==> config.mk <==
export PLATFORM = sky130hd
export DESIGN_NAME = mem_arbiter
export DESIGN_NICKNAME = d
export VERILOG_FILES = /design/src/rtl/mem_arbiter.sv
export SDC_FILE = /design/constraint.sdc
export NUM_CORES = 1
export LEC_CHECK = 0
export CAP_MARGIN = 10
export CORE_MARGIN = 3
export CORE_UTILIZATION = 30
export CTS_CLUSTER_DIAMETER = 120
export DETAILED_ROUTE_END_ITERATION = 10
export GPL_ROUTABILITY_DRIVEN = 0
export GPL_TIMING_DRIVEN = 0
export PLACE_DENSITY = 0.54
export SYNTH_ARGS = -nofsm -noshare
export SYNTH_HDL_FRONTEND = slang
export SYNTH_SLANG_ARGS = --single-unit
==> constraint.sdc <==
create_clock -name clk -period 10.35 [get_ports clk]
set_input_delay 2.07 -clock clk [delete_from_list [all_inputs] [get_ports clk]]
set_output_delay 2.07 -clock clk [all_outputs]
set_load 0.02 [all_outputs]
==> src/rtl/mem_arbiter.sv <==
// mem_arbiter: shares one byte-wide RAM/IO port between icache line fills and dcache loads/stores.
// Build option: define MEM_ARB_RR_EN for round-robin arbitration; otherwise the dcache wins every tie.
module mem_arbiter #(
    parameter int ILINE_BYTES = 4
) (
    input  logic                     clk,
    input  logic                     rst,
    input  logic                     flush,
    input  logic                     icache_req,
    input  logic [17:0]              icache_addr,
    output logic                     icache_feedback_en,
    output logic [ILINE_BYTES*8-1:0] icache_data,
    input  logic                     dcache_rw_en,
    input  logic                     dcache_write_mode,
    input  logic [1:0]               dcache_width,
    input  logic                     dcache_sign_ext,
    input  logic [17:0]              dcache_addr,
    input  logic [31:0]              dcache_value,
    output logic                     dcache_idle,
    output logic                     dcache_rw_feedback_en,
    output logic [31:0]              dcache_load_val,
    input  logic [7:0]               mem_din,
    output logic [7:0]               mem_dout,
    output logic [17:0]              mem_a,
    output logic                     mem_wr,
    input  logic                     io_buffer_full
);
    localparam int AW = 18;
    localparam int CW = $clog2(ILINE_BYTES + 2);

    typedef enum logic [1:0] {IDLE, ILOAD, DLOAD, DSTORE} state_t;

    typedef struct packed {
        logic          write;
        logic [1:0]    width;
        logic          sign_ext;
        logic [AW-1:0] addr;
        logic [31:0]   value;
    } dreq_t;

    state_t        state, next_state;
    logic [CW-1:0] cnt, len, cap_idx;
    logic          dpend;
    dreq_t         d_req, live_req, cur_req;
    logic [AW-1:0] i_addr, base, byte_addr;
    logic          d_accept, d_cand, i_cand, grant_d, grant_i, io_stall;
    logic [7:0]    store_byte;
    logic [31:0]   dbuf, load_raw, load_ext;
`ifdef MEM_ARB_RR_EN
    logic          last_grant_i;
`endif

    function automatic logic [CW-1:0] dcache_len(input logic [1:0] width);
        case (width)
            2'b00:   return CW'(1);
            2'b01:   return CW'(2);
            default: return CW'(4);
        endcase
    endfunction

    assign live_req = {dcache_write_mode, dcache_width, dcache_sign_ext, dcache_addr, dcache_value};

    // NOTE: every signal gets a default before the case so no latch is inferred.
    always_comb begin
        dcache_idle = !dpend && (state != DLOAD) && (state != DSTORE);
        d_accept    = dcache_rw_en && dcache_idle;
        cur_req     = d_accept ? live_req : d_req;
        d_cand      = dpend || d_accept;
        i_cand      = icache_req && !flush;
        grant_d     = 1'b0;
        grant_i     = 1'b0;
        next_state  = state;
        base        = d_req.addr;
        len         = dcache_len(d_req.width);
        case (state)
            IDLE: begin
                if (d_cand && i_cand) begin
`ifdef MEM_ARB_RR_EN
                    grant_d = last_grant_i;
`else
                    grant_d = 1'b1;
`endif
                    grant_i = !grant_d;
                end else begin
                    grant_d = d_cand;
                    grant_i = i_cand;
                end
                if (grant_i) begin
                    next_state = ILOAD;
                    base       = icache_addr;
                end else if (grant_d) begin
                    next_state = cur_req.write ? DSTORE : DLOAD;
                    base       = cur_req.addr;
                end
            end
            ILOAD: begin
                base = i_addr;
                len  = CW'(ILINE_BYTES);
                if (flush || cnt == len + CW'(1)) next_state = IDLE;
            end
            DLOAD:  if (cnt == len + CW'(1)) next_state = IDLE;
            DSTORE: if (cnt == len) next_state = IDLE;
            default: next_state = IDLE;
        endcase
        byte_addr  = base + AW'(cnt);
        cap_idx    = cnt - CW'(2);
        store_byte = (state == IDLE) ? cur_req.value[7:0] : d_req.value[8*cnt[1:0] +: 8];
        io_stall   = (byte_addr[17:16] == 2'b11) && io_buffer_full;
    end

    // The byte arriving this edge is the top byte of the access, so the sign comes from mem_din.
    always_comb begin
        load_raw = dbuf;
        load_raw[8*cap_idx[1:0] +: 8] = mem_din;
        case (d_req.width)
            2'b00:   load_ext = {{24{d_req.sign_ext & load_raw[7]}}, load_raw[7:0]};
            2'b01:   load_ext = {{16{d_req.sign_ext & load_raw[15]}}, load_raw[15:0]};
            default: load_ext = load_raw;
        endcase
    end

    // NOTE: sequential state uses non-blocking assignments so all flops update together.
    always_ff @(posedge clk) begin
        if (rst) state <= IDLE;
        else     state <= next_state;
    end

    always_ff @(posedge clk) begin
        if (rst) begin
            cnt                   <= '0;
            dpend                 <= 1'b0;
            d_req                 <= '0;
            i_addr                <= '0;
            dbuf                  <= '0;
            mem_a                 <= '0;
            mem_dout              <= '0;
            mem_wr                <= 1'b0;
            icache_feedback_en    <= 1'b0;
            dcache_rw_feedback_en <= 1'b0;
            icache_data           <= '0;
            dcache_load_val       <= '0;
`ifdef MEM_ARB_RR_EN
            last_grant_i          <= 1'b1;
`endif
        end else begin
            icache_feedback_en    <= 1'b0;
            dcache_rw_feedback_en <= 1'b0;
            mem_wr                <= 1'b0;
            if (d_accept) d_req <= live_req;
            if (grant_d)       dpend <= 1'b0;
            else if (d_accept) dpend <= 1'b1;

            case (state)
                IDLE: begin
                    if (grant_i || grant_d) begin
                        mem_a <= byte_addr;
`ifdef MEM_ARB_RR_EN
                        last_grant_i <= grant_i;
`endif
                    end
                    if (grant_i) begin
                        i_addr <= icache_addr;
                        cnt    <= CW'(1);
                    end else if (grant_d) begin
                        dbuf <= '0;
                        if (cur_req.write) begin
                            mem_dout <= store_byte;
                            mem_wr   <= !io_stall;
                            cnt      <= io_stall ? '0 : CW'(1);
                        end else begin
                            cnt <= CW'(1);
                        end
                    end
                end
                ILOAD: begin
                    if (flush) begin
                        cnt <= '0;
                    end else begin
                        if (cnt < len) mem_a <= byte_addr;
                        if (cnt >= CW'(2)) icache_data[8*cap_idx +: 8] <= mem_din;
                        if (cnt == len + CW'(1)) begin
                            icache_feedback_en <= 1'b1;
                            cnt                <= '0;
                        end else begin
                            cnt <= cnt + CW'(1);
                        end
                    end
                end
                DLOAD: begin
                    if (cnt < len) mem_a <= byte_addr;
                    if (cnt >= CW'(2)) dbuf <= load_raw;
                    if (cnt == len + CW'(1)) begin
                        dcache_load_val       <= load_ext;
                        dcache_rw_feedback_en <= 1'b1;
                        cnt                   <= '0;
                    end else begin
                        cnt <= cnt + CW'(1);
                    end
                end
                DSTORE: begin
                    if (cnt == len) begin
                        dcache_rw_feedback_en <= 1'b1;
                        cnt                   <= '0;
                    end else begin
                        // A full IO buffer holds the byte index so the same byte is retried.
                        mem_a    <= byte_addr;
                        mem_dout <= store_byte;
                        mem_wr   <= !io_stall;
                        if (!io_stall) cnt <= cnt + CW'(1);
                    end
                end
                default: cnt <= '0;
            endcase
        end
    end
endmodule

==> results_dict.tcl <==
set metrics [dict create \
    synth-seq-area-share_pct 42.0 \
    fin_tns_setup_ns 0 \
    place_inst 1809 \
    hp-class "register to register" \
    cts.repair.resized 0 \
    worst_pin_slew_ns 1.16 \
    hold_depth 2 \
    max-cap-violations 0 \
    clock-sinks 203 \
    coreArea_um2 31700 \
    hold_slack_ns 0.451 \
    ys_ff_latch 203 \
    io_pins 180 \
    r2r_slack_ns 4.97 \
    rsz0062_at_grt "false" \
    fp.dieH_um 186 \
    clk_path_buf_depth 3 \
    grt_usage_pct 19.0 \
    cts_inserted_buffers 24 \
    synthArstFlopShare_pct 0 \
    max_freq_mhz 156 \
    p_total_mw 3.20 \
    postCtsSetupBuffers 0 \
    antennaDiodeCount 0 \
    worstSetupStartpointType "primary input" \
    p_leak_nw 4.52 \
    p_sw_share_pct 41.2 \
    drt_pre_antenna_iters 5 \
    cts_tree "yes" \
    antenna_found_initial 1 \
    arrival_ns 6.86 \
    hold_violations 0 \
    synth_edf_count 0 \
    final_nets 1543 \
    syn_to_final_growth_pct 31.1 \
    p_comb_share_pct 43.5 \
    seqPwrFrac_pct 30.0 \
    status "finished clean" \
    synthCells 1235 \
    utilization_pct 40.0 \
    io_buffers 170 \
    synth_area_per_cell_um2 7.84 \
    viasPerCell 5.07 \
    grt_pass1_vias 8974 \
    hold_buffers 0 \
    cts_root_buffer "clkbuf_16" \
    min_period_over_period_pct 62.1 \
    end_kind "register" \
    yosys_warnings 0 \
    grt_pass1_wl_um 51300 \
    drive_above_1_share_pct 5.37 \
    intPower_mw 1.88 \
    die_x_um 186 \
    p_clk_share_pct 26.5 \
    power_density_nw_per_um2 252 \
    syn_area_um2 9680 \
    yosysTopAreaCell "dfxtp_1" \
    ys_top_cells_by_count "260 x nand2_1, 203 x dfxtp_1, 159 x a21oi_1" \
    synth.top_cell.area_share_pct 42.0 \
    setup_violations 0 \
    synth_area_leaders "dfxtp_1 42%, nand2_1 10%, a21oi_1 8.2%, nor2_1 4.6%, clkbuf_1 3.0%" \
    min_period_ns 6.43 \
    num_vias 9409 \
    crit_type "primary input to register" \
    clock_latency_ns 0.52 \
    vdd_drop_max_mv 0.121 \
    grt-ovfl-total 0 \
    crit_fanout 10 \
    clock_skew_ns 0.0133 \
    grt_max_degree 13 \
    worst-r2r-cell-count 12 \
    wire_per_inst_um 18.3 \
    rows 65 \
    path_clk_slew_ns 0.06 \
    drc 0 \
    cp.required_ns 10.78 \
    ys_types 74 \
    syn_nets 1344 \
    drtIter0Drc 618 \
    cts_max_level 1 \
    p_sw_mw 1.32 \
    drv_slew 0 \
    detailed_place_hpwl_um 25200 \
    synth-main-ff-cell "dfxtp_1" \
    antenna_left 0 \
    die_area_um2 34500 \
    fin_cells 1854 \
    initial_core_util_pct 30.5 \
    yosysMostFrequentCell "nand2_1" \
    drt-total-wl_um 33900 \
    relSlewSlack_pct 22.8 \
]
-- cells by family (layout without fill, tap and decap cells) --
family                   count (synthesis)  after routing  synth area share [%]
AO/OA/AOI/OAI                          308            308                  19.5
XOR/XNOR                                20             20                  1.81
adder cells (fa/ha/maj)                 23             23                  3.05
buffers and inverters                  131            348                  5.38
flip-flops                             203            203                  42.0
multiplexers                            30             30                  4.13
AND/OR/NAND/NOR                        520            520                  24.1
-- sequential cells by signal, summed over array words and instances (netlist names) --
name	flops
mem_a	18
dbuf	32
i_addr	18
dcache_load_val	32
state	2
mem_dout	8
cnt	3
mem_wr	1
icache_data	32
d_req	54
dpend	1
dcache_rw_feedback_en	1
icache_feedback_en	1
-- power groups by stage --
stage	combinational [mW]	clock, mW	sequential, mW
after floorplan	0.849	0	1.02
after global placement	1.37	0	0.977
after detailed placement	1.38	0	0.978
after CTS	1.39	0.862	0.963
after global routing	1.53	0.892	0.973
final	1.40	0.848	0.961
-- metal layers --
metal	vias up	GRT usage (%)	wire, um
met2	273	31.9	15900
met1	4430	25.1	15000
met3	50	4.08	2290
met5	-	0	13
met4	2	4.38	633
li1	4654	-	-
-- path summary, 6_finish.rpt --
kind | start | endpoint
worst min register to register | icache_data[8] | icache_data[8]
worst min-delay path | icache_data[8] | icache_data[8]
worst max register to register | cnt[1] | dcache_load_val[25]
worst max-delay path | flush | mem_a[14]
-- critical path, stage by stage --
cell and delay (ns):
clkdlybuf4s50_1 0.56, and4bb_2 0.36, clkbuf_1 0.27, and2_1 0.17, buf_2 0.23, buf_2 0.30
a221oi_1 0.15, a21oi_1 0.18, nor2_1 0.06, a21oi_1 0.38, ha_1 0.27, fa_1 0.21
a21oi_1 0.11, nor2_1 0.14, nand3b_1 0.19, nor3_1 0.48, nand3_1 0.19, nor3_1 0.21
xor2_1 0.10, a211oi_1 0.22
-- cell usage in the layout, fill, tap and decap left out, types with 5 or more instances in the layout --
cell               n
a21o_1             5
clkdlybuf4s50_1  170
clkbuf_8           6
nand4_1            6
a211oi_1          34
ha_1              22
xor2_1            11
a221oi_1           7
o21ai_0           47
a32o_1             6
nand2_1          260
nor2b_1           12
dfxtp_1          203
clkbuf_1          86
nand3_1           48
nor4_1             5
and2_1             5
buf_2              7
nor3_1            18
o31a_1             7
xnor2_1            9
inv_1             35
buf_1              8
a21oi_1          159
clkbuf_16         25
mux4_2             8
nand2b_1          14
a22oi_1            8
nor2_1           119
mux2i_1           22
-- stage by stage --
stage / area [um2] / setup WS, ns
after floorplan: 9680 / 5.00
after global placement: 11900 / 3.54
after detailed placement: 11900 / 3.54
after CTS: 12700 / 4.08
after global routing: 12700 / 3.61
final: 12700 / 3.92
-- area by class of cell --
cell class                 instances  area, um2
fill                            3304      19000
multi-input combinational        901       5100
sequential                       203       4060
timing repair buffer             173       1720
clock buffer                      39        738
tap                              402        503
buffer                            94        382
inverter                          37        139
clock inverter                     5       53.8
Note: power is estimated with default switching activity, not from simulation.
